===== src/rtl/rsa_bit_packer_if.sv =====
// Byte-in / block-out handshake bundle for rsa_bit_packer.
// The master view is the packer itself; the slave view is the surrounding UART and RSA logic.
interface rsa_bit_packer_if #(
    parameter int KEY_W  = 32,
    parameter int DATA_W = 8
);
    logic              ready_in;
    logic              eot_in;
    logic [DATA_W-1:0] data_in;
    logic              clear_rx_flag;
    logic              word_valid;
    logic              word_ready;
    logic [KEY_W-1:0]  word_out;
    logic              word_last;

    modport master (
        input  ready_in, eot_in, data_in, word_ready,
        output clear_rx_flag, word_valid, word_out, word_last
    );

    modport slave (
        output ready_in, eot_in, data_in, word_ready,
        input  clear_rx_flag, word_valid, word_out, word_last
    );
endinterface


===== src/rtl/rsa_bit_packer.sv =====
// Repacks a received symbol stream, MSB first, into blocks of floor(log2(n_key)) bits for the RSA core.
// End-of-text flushes any residue as a zero-padded final block.
module rsa_bit_packer #(
    parameter int KEY_W  = 32,
    parameter int DATA_W = 8
) (
    input  logic                     clk,
    input  logic                     rst,
    input  logic                     start,
    input  logic [KEY_W-1:0]         n_key,
    rsa_bit_packer_if.master         bus,
    output logic [$clog2(KEY_W)-1:0] chunk_w,
    output logic                     busy,
    output logic                     done,
    output logic                     err
);
    localparam int BUF_W = KEY_W + DATA_W;
    localparam int CNT_W = $clog2(BUF_W + 1);
    localparam int CW_W  = $clog2(KEY_W);
    localparam logic [BUF_W-1:0] BUF_ONE = BUF_W'(1);
    localparam logic [KEY_W-1:0] KEY_ONE = KEY_W'(1);

    typedef enum logic [2:0] {IDLE, SETUP, COLLECT, EMIT, FLUSH, DONE} state_t;

    state_t            state, state_nxt;
    logic [KEY_W-1:0]  key_q;
    logic [BUF_W-1:0]  bits_q;
    logic [CNT_W-1:0]  cnt_q;
    logic [CW_W-1:0]   chunk_q;
    logic [CW_W-1:0]   msb_idx;
    logic              clr_q;
    logic              err_q;

    logic              key_bad;
    logic              have_block;
    logic              accept;
    logic [CNT_W-1:0]  chunk_ext;
    logic [CNT_W-1:0]  tail_cnt;
    logic [KEY_W-1:0]  word_mask;
    logic [KEY_W-1:0]  head_word;
    logic [KEY_W-1:0]  flush_word;

    // The buffer keeps its cnt_q valid bits right-aligned; older bits sit higher.
    assign key_bad    = n_key < KEY_W'(2);
    assign chunk_ext  = CNT_W'(chunk_q);
    assign have_block = cnt_q >= chunk_ext;
    assign tail_cnt   = cnt_q - chunk_ext;
    assign word_mask  = (KEY_ONE << chunk_q) - KEY_ONE;
    assign head_word  = KEY_W'(bits_q >> tail_cnt) & word_mask;
    assign flush_word = KEY_W'(bits_q << (chunk_ext - cnt_q)) & word_mask;

    always_comb begin
        msb_idx = '0;
        for (int i = 0; i < KEY_W; i++) begin
            if (key_q[i]) msb_idx = CW_W'(i);
        end
    end

    always_ff @(posedge clk) begin
        if (!rst) state <= IDLE;
        else      state <= state_nxt;
    end

    always_comb begin
        // NOTE: every output gets a default first so no path leaves a latch behind.
        state_nxt      = state;
        accept         = 1'b0;
        bus.word_valid = 1'b0;
        bus.word_out   = '0;
        bus.word_last  = 1'b0;
        done           = 1'b0;
        case (state)
            IDLE:    if (start && !key_bad) state_nxt = SETUP;
            SETUP:   state_nxt = COLLECT;
            COLLECT: begin
                if (have_block) begin
                    state_nxt = EMIT;
                end else if (bus.ready_in && !clr_q) begin
                    accept = 1'b1;
                    if (bus.eot_in) state_nxt = FLUSH;
                end
            end
            EMIT: begin
                bus.word_valid = 1'b1;
                bus.word_out   = head_word;
                if (bus.word_ready) state_nxt = COLLECT;
            end
            FLUSH: begin
                if (cnt_q == '0) begin
                    state_nxt = DONE;
                end else begin
                    bus.word_valid = 1'b1;
                    bus.word_last  = 1'b1;
                    bus.word_out   = flush_word;
                    if (bus.word_ready) state_nxt = DONE;
                end
            end
            DONE: begin
                done      = 1'b1;
                state_nxt = IDLE;
            end
            default: state_nxt = IDLE;
        endcase
    end

    // NOTE: non-blocking assignments so every register samples pre-edge values.
    always_ff @(posedge clk) begin
        if (!rst) begin
            key_q   <= '0;
            bits_q  <= '0;
            cnt_q   <= '0;
            chunk_q <= '0;
            clr_q   <= 1'b0;
            err_q   <= 1'b0;
        end else begin
            clr_q <= accept;
            case (state)
                IDLE: begin
                    if (start) begin
                        if (key_bad) begin
                            err_q <= 1'b1;
                        end else begin
                            err_q <= 1'b0;
                            key_q <= n_key;
                        end
                    end
                end
                SETUP: begin
                    chunk_q <= msb_idx;
                    bits_q  <= '0;
                    cnt_q   <= '0;
                end
                COLLECT: begin
                    if (accept && !bus.eot_in) begin
                        bits_q <= {bits_q[BUF_W-DATA_W-1:0], bus.data_in};
                        cnt_q  <= cnt_q + CNT_W'(DATA_W);
                    end
                end
                EMIT: begin
                    if (bus.word_ready) begin
                        bits_q <= bits_q & ((BUF_ONE << tail_cnt) - BUF_ONE);
                        cnt_q  <= tail_cnt;
                    end
                end
                FLUSH: begin
                    if (bus.word_ready || cnt_q == '0) begin
                        bits_q <= '0;
                        cnt_q  <= '0;
                    end
                end
                default: ;
            endcase
        end
    end

    assign bus.clear_rx_flag = clr_q;
    assign chunk_w           = chunk_q;
    assign err               = err_q;
    assign busy              = state != IDLE;
endmodule


===== src/flat_wrapper.sv =====
// flat-port wrapper written by rule: the top's interface ports become plain ports
module rsa_bit_packer_flat 
#(
    parameter int KEY_W  = 32,
    parameter int DATA_W = 8
)
  (clk, rst, start, n_key, chunk_w, busy, done, err, bus_ready_in, bus_eot_in, bus_data_in, bus_word_ready, bus_clear_rx_flag, bus_word_valid, bus_word_out, bus_word_last);
  rsa_bit_packer_if #(.KEY_W(KEY_W), .DATA_W(DATA_W)) bus_i ();
  input  logic clk;
  input  logic rst;
  input  logic start;
  input  logic [KEY_W-1:0] n_key;
  output logic [$clog2(KEY_W)-1:0] chunk_w;
  output logic busy;
  output logic done;
  output logic err;
  input wire logic [$bits(bus_i.ready_in)-1:0] bus_ready_in;
  input wire logic [$bits(bus_i.eot_in)-1:0] bus_eot_in;
  input wire logic [$bits(bus_i.data_in)-1:0] bus_data_in;
  input wire logic [$bits(bus_i.word_ready)-1:0] bus_word_ready;
  output wire logic [$bits(bus_i.clear_rx_flag)-1:0] bus_clear_rx_flag;
  output wire logic [$bits(bus_i.word_valid)-1:0] bus_word_valid;
  output wire logic [$bits(bus_i.word_out)-1:0] bus_word_out;
  output wire logic [$bits(bus_i.word_last)-1:0] bus_word_last;
  assign bus_i.ready_in = bus_ready_in;
  assign bus_i.eot_in = bus_eot_in;
  assign bus_i.data_in = bus_data_in;
  assign bus_i.word_ready = bus_word_ready;
  assign bus_clear_rx_flag = bus_i.clear_rx_flag;
  assign bus_word_valid = bus_i.word_valid;
  assign bus_word_out = bus_i.word_out;
  assign bus_word_last = bus_i.word_last;
  rsa_bit_packer #(.KEY_W(KEY_W), .DATA_W(DATA_W)) u_core (.clk(clk), .rst(rst), .start(start), .n_key(n_key), .bus(bus_i), .chunk_w(chunk_w), .busy(busy), .done(done), .err(err));
endmodule

===== config.mk =====
export PLATFORM = sky130hd
export DESIGN_NAME = rsa_bit_packer_flat
export DESIGN_NICKNAME = d
export VERILOG_FILES = /design/src/rtl/rsa_bit_packer_if.sv /design/src/rtl/rsa_bit_packer.sv /design/src/flat_wrapper.sv
export SDC_FILE = /design/constraint.sdc
export NUM_CORES = 1
export LEC_CHECK = 0
export ABC_AREA = 1
export CAP_MARGIN = 20
export CELL_PAD_IN_SITES_DETAIL_PLACEMENT = 2
export CELL_PAD_IN_SITES_GLOBAL_PLACEMENT = 2
export CORE_MARGIN = 2
export CORE_UTILIZATION = 30
export DETAILED_ROUTE_END_ITERATION = 10
export GPL_TIMING_DRIVEN = 0
export PLACE_DENSITY = 0.9
export SYNTH_ARGS = -nofsm -noshare
export SYNTH_HDL_FRONTEND = slang
export SYNTH_SLANG_ARGS = --single-unit

===== constraint.sdc =====
create_clock -name clk -period 4.6 [get_ports clk]
set_clock_uncertainty 0.15 [all_clocks]
set_input_delay 0.69 -clock clk [delete_from_list [all_inputs] [get_ports clk]]
set_output_delay 0.69 -clock clk [all_outputs]
set_load 0.02 [all_outputs]

# == Word-level counts from Yosys, hierarchy flattened ==
# Index checks and enable logic that the tools add are counted.
# totals
register_bits,88
latchBits,0
mem_bits_rw,0
mem_bits_ro,0
out_inout_bits,43
n_memories,0
# classes
addsub,5
multipliers,0
div,0
n_lt_le_gt_ge,2
n_eq_ne,12
shifts,4
muxes,57
bitwise_logic,4
n_reduce_logical,15
# ops
op,count
40-bit case mux with 4 select lines,1
40-bit two-way mux,3
5-bit two-way mux,16
32-bit bitwise AND,2
32-bit case mux with 2 select lines,1
40-bit bitwise AND,1
1-bit by 6-bit << shifter with 40-bit output (first input constant),1
40-bit by 6-bit << shifter with 32-bit output,1
40-bit by 6-bit >> shifter with 32-bit output,1
40-bit by 1-bit subtractor with 40-bit output (second input constant),1
3-bit two-way mux,11
32-bit by 2-bit less-than comparator with 1-bit output (second input constant),1
32-bit two-way mux,1
4-bit two-way mux,8
1-bit by 5-bit << shifter with 32-bit output (first input constant),1
32-bit by 1-bit subtractor with 32-bit output (second input constant),1
6-bit case mux with 4 select lines,1
6-bit two-way mux,3
3-bit case mux with 5 select lines,1
1-bit two-way mux,8
6-bit by 4-bit adder with 6-bit output (second input constant),1
3-bit by 2-bit equality test with 1-bit output (second input constant),2
3-bit equality test (second input constant),2
6-bit by 5-bit greater-or-equal comparator with 1-bit output,1
21 further kinds,29

# == Depth between registers and ports, before layout ==
# depth
depth_word,31
depth_mapped,31

# == Least setup slack after synthesis ==
# OpenSTA, ideal clock, no wires.
# synth_timing
path_type,register -> output
startpoint,register u_core.chunk_q[2] (netlist: u_core.chunk_w[2])
endpoint,output port bus_word_out[9]
arrival_time_ps,3320
required_ps,3760
slack_ps,440
stages_incl_launch_ff,17
path_buffers,2
cell_sequence,dfxtp_1 > inv_1 > clkbuf_1 > ha_1 > buf_4 > nand2_2 > o21ai_0 > a21oi_1 > nor2_1 > nor2_1 > xor2_1 > nor2_1 > inv_1 > nor2_1 > inv_1 > o22ai_1 > nor3b_1
# synth_via
elab_chain_cells,5
elab_cells_between_ends,10
cone_classes,add/sub: 3; shift: 3; mux: 2; bitwise: 2
# synth_rtl
element,line,source
"start, declared",rsa_bit_packer.sv:29,logic [CW_W-1:0] chunk_q;
"start signal, assigned",rsa_bit_packer.sv:129,chunk_q <= msb_idx;
5-bit by 6-bit subtractor with 6-bit output or 1-bit by 5-bit << shifter with 32-bit output (tied branches),"rsa_bit_packer.sv:50, rsa_bit_packer.sv:48",
40-bit by 6-bit << shifter with 32-bit output or 32-bit by 1-bit subtractor with 32-bit output (tied branches),"rsa_bit_packer.sv:50, rsa_bit_packer.sv:48",
32-bit bitwise AND,rsa_bit_packer.sv:50,assign flush_word = KEY_W'(bits_q << (chunk_ext - cnt_q)) & word_mask;
32-bit two-way mux,rsa_bit_packer.sv:89,if (cnt_q == '0) begin
32-bit case mux with 2 select lines (*),rsa_bit_packer.sv:72,case (state)
"end, declared",flat_wrapper.sv:23,output wire logic [$bits(bus_i.word_out)-1:0] bus_word_out;
# Every way passes the cells marked *; elsewhere a longest branch is shown, timed or not.

# == Worst setup path in the final report ==
# layout_timing
startpoint,register u_core.cnt_q[0]
endpoint,output port bus_word_out[20]
# layout_via
elab_chain_cells,5
elab_cells_between_ends,9
cone_classes,add/sub: 2; shift: 2; mux: 2; bitwise: 2; reduce/logical: 1
# layout_rtl
element,line,source
"start, declared",rsa_bit_packer.sv:28,logic [CNT_W-1:0] cnt_q;
"start signal, assigned",rsa_bit_packer.sv:136,cnt_q <= cnt_q + CNT_W'(DATA_W);
"start signal, assigned",rsa_bit_packer.sv:142,cnt_q <= tail_cnt;
5-bit by 6-bit subtractor with 6-bit output,rsa_bit_packer.sv:50,
40-bit by 6-bit << shifter with 32-bit output,rsa_bit_packer.sv:50,
32-bit bitwise AND,rsa_bit_packer.sv:50,
32-bit two-way mux,rsa_bit_packer.sv:89,
32-bit case mux with 2 select lines (*),rsa_bit_packer.sv:72,
# Marks and branches as above.

==> qor.txt <==
==================================================================================================
Clock tree root driver cell                                                              clkbuf_16
RD Place Congestion                                                                         0.9693
Number of antenna cells inserted                                                                 0
CP max stage cell                                                                             fa_2
Hold Crit Start                                                                       u_core.key_q[22]
Number of cells traversed by the worst register-to-register path                                26
Floorplan Core Area                                                                   30,750 sq um
Maximum fanout encountered on the critical timing path                                          10
Biggest area contributors in the synthesized netlist                                  dfxtp_1, nand2_1, o21ai_0
Total DRC errors in the routed layout                                                            0
Synthesized area per cell                                                              5.566 sq um
Synthesized instance count                                                                   1,689
Total die area                                                                        32,770 sq um
1st-iter DRT viols                                                                           1,295
DR vias/cell                                                                                 6.218
Total clock buffers created by CTS                                                               9
Worst-margin pin slew                                                                     1.000 ns
H-tree level count                                                                               3
Number of buffers inserted by hold repair at cts                                                 0
Number of failing setup endpoints in the final timing report                                    14
Startpoint type of the worst setup path                                                  flip-flop
Maximum number of pins on one net before global-route repair                                    17
Max Cap Violations                                                                               0
Count of final hold-check violations                                                             0
Top_reg_cell synth                                                                         dfxtp_1
Placement Rows                                                                                  64
Port Buffer Count                                                                               86
Violated checks                                                                       negative setup slack
Number of enable-type register cells in the synthesized netlist                                  0
Total I/O pin count                                                                             89
Final net count                                                                              1,867
Max Freq                                                                                 211.1 MHz
Placed wire-length estimate after detailed placement                                     41,830 um
Most used standard cells in the synthesized netlist                                   nand2_1, nor2_1, o21ai_0
Flip-flop and latch count after synthesis                                                       87
Leading cell type by number of instances after synthesis                                   nand2_1
Crit path to                                                                          bus_word_out[20]
Post-layout instance count excluding filler cells                                            2,207
Worst hold slack                                                                         0.3248 ns
Post-synth top area cell                                                                   dfxtp_1
FF-to-FF Start                                                                        u_core.chunk_w[3]
Wire length of the first global-routing pass                                             85,760 um
Post-synthesis net count                                                                     1,750
Via count of the first global-routing pass                                                  14,220
Worst path required time                                                                   3.76 ns
Overall routed net length                                                                62,220 um
RR Endpoint                                                                           u_core.bits_q[28]
Internal reg-to-reg setup slack                                                           -0.06 ns
Number of antenna violations at the first check in global routing                                0
Worst Path Arrival                                                                         3.90 ns
Worst setup path category                                                                  reg2out
Detail-routed net length per standard cell                                                28.19 um
Residual overflow from global routing                                                            0
Final slew viol count                                                                            0
Worst setup slack after placement                                                        -1.141 ns
HP Class                                                                                   reg2reg
Initial core utilization                                                                    30.57%
Insertion delay of the later-clocked pin in the worst-skew pair                            0.39 ns
Netlist Area Pre-Place                                                                  9400 sq um
Critical path origin                                                                  u_core.cnt_q[0]
Layout cells sized above 1                                                                  14.74%
Total via count in the routed design                                                        13,720
Die width                                                                                 181.0 um
Remaining number of nets flagged by the antenna check after routing                              0
Total GRT Usage                                                                             33.97%
Highest cell delay on the worst timing path                                                0.55 ns
Clock transition time at the flip-flop clock pins of the worst setup and hold paths        0.09 ns
Height of the die                                                                         181.0 um
Cell variety after synth                                                                        59
Critical path endpoint category                                                       primary output
Cell count after placement                                                                   2,171
Tcrit/Tclk final                                                                            103.0%
Proportion of synthesized chip area in sequential cells                                     18.53%
Area added between synthesis and finish                                                     26.14%
TritonCTS Sinks                                                                                 87
Number of buffers on the longest clock path                                                      2
Worst setup margin                                                                      -0.1362 ns
List of cells traversed by the critical path                                          inv_1 -> ha_1 -> inv_1 -> fa_2 -> inv_2 -> clkbuf_4 -> mux2i_2 -> nand2_1 -> o21ai_1 -> o21ai_0 -> o21ai_1 -> a21oi_2 -> a21oi_2 -> nor2_1 -> clkbuf_2
CTS tree                                                                                      done
Drt first pass iters                                                                             5
Status                                                                                complete, but fails checks
Asr flop ratio synth                                                                            0%
Post-synth top area share                                                                   18.53%
Final critical delay including setup and external delays                                  4.736 ns
Headroom to the max-slew limit                                                              33.33%
Warnings from Yosys                                                                              0
==================================================================================================
[routing by layer]
layer  up-vias  share of wire, %  GRT usage, %
li1       5854                 -             -
met1      6813                38         39.97
met2       763                47         60.58
met3       294               7.5         5.402
met4         0               7.0         15.45
met5         -                 0             0
[critical path, delay by kind of cell, from the launching register on]
kind	cells	cell delay (ns)
buf+inv	5	0.84
simple gates	2	0.18
compound gates	5	0.96
mux	1	0.39
flops	1	0.36
fa+ha+maj	2	0.77
[what timing repair did]
| item | in CTS | in global routing |
|---|---|---|
| pin swaps | 6 | 23 |
| setup endpoints to repair | 71 | 50 |
| setup buffers | 11 | 11 |
| gates resized for setup | 232 | 205 |
[sequential cells by signal, indices dropped and copies added (netlist names)]
signal / cells
u_core.err: 1
u_core.bus.clear_rx_flag: 1
u_core.state: 3
u_core.key_q: 31
u_core.cnt_q: 6
u_core.chunk_w: 5
u_core.bits_q: 40
[per-stage QoR]
step                instance area [sq um]  utilization [%]   TNS (ns)
global route                        11860            38.56     -2.519
CTS                                 11620            37.78  -0.003145
detailed placement                  10760            34.98     -31.33
floorplan                            9400                -          0
finish                              11860            38.56    -0.6633
global placement                    10760            34.98     -21.15
[cells in the final DEF, fill, tap and decap left out, types with 14 or more instances in the layout]
cell             synthesis  routed
o21ai_1                  3      55
mux2i_1                 21      18
xor2_1                  17      15
nand3_1                 70      69
inv_1                  178     174
o211ai_1                21      21
dfxtp_1                 87      82
clkbuf_4                 0      20
clkdlybuf4s50_1          0      55
buf_4                    5      42
buf_2                    4      14
o21ai_2                  0      20
nand4_1                 26      26
o21ai_0                232     159
nand2_1                372     367
clkbuf_2                 0      35
a21oi_1                134     124
nor2_1                 245     228
clkbuf_1                81      28
nor3_1                  32      29
[cell families after synthesis]
group | share of synthesized area, %
simple gates | 35.18
compound gates | 27.39
buf+inv | 11.98
flops | 18.53
xor+xnor | 2.489
mux | 2.236
fa+ha+maj | 2.156
other cells | 0.03989
[cell type report]
type                            count  area, sq um
Buffer                            101        625.6
Clock buffer                        9        225.2
Clock inverter                      7        148.9
Fill cell                        3802        18890
Inverter                          188        723.2
Multi-Input combinational cell   1311         6984
Sequential cell                    87         1753
Tap cell                          396        495.5
Timing Repair Buffer              108        902.1
[worst min-delay path by stage]
stage                  endpoint  slack (ns)  cells after the start
6_report       u_core.key_q[22]        0.32                      2
5_1_grt        u_core.key_q[22]        0.35                      2
4_1_cts        u_core.key_q[22]        0.33                      2
3_5_place_dp   u_core.key_q[22]        0.32                      2
3_3_place_gp    u_core.key_q[3]        0.31                      2
2_1_floorplan   u_core.key_q[2]        0.29                      2
Power is not shown: default switching activity piles up to over one toggle a cycle in this logic, so the estimate is an artifact.
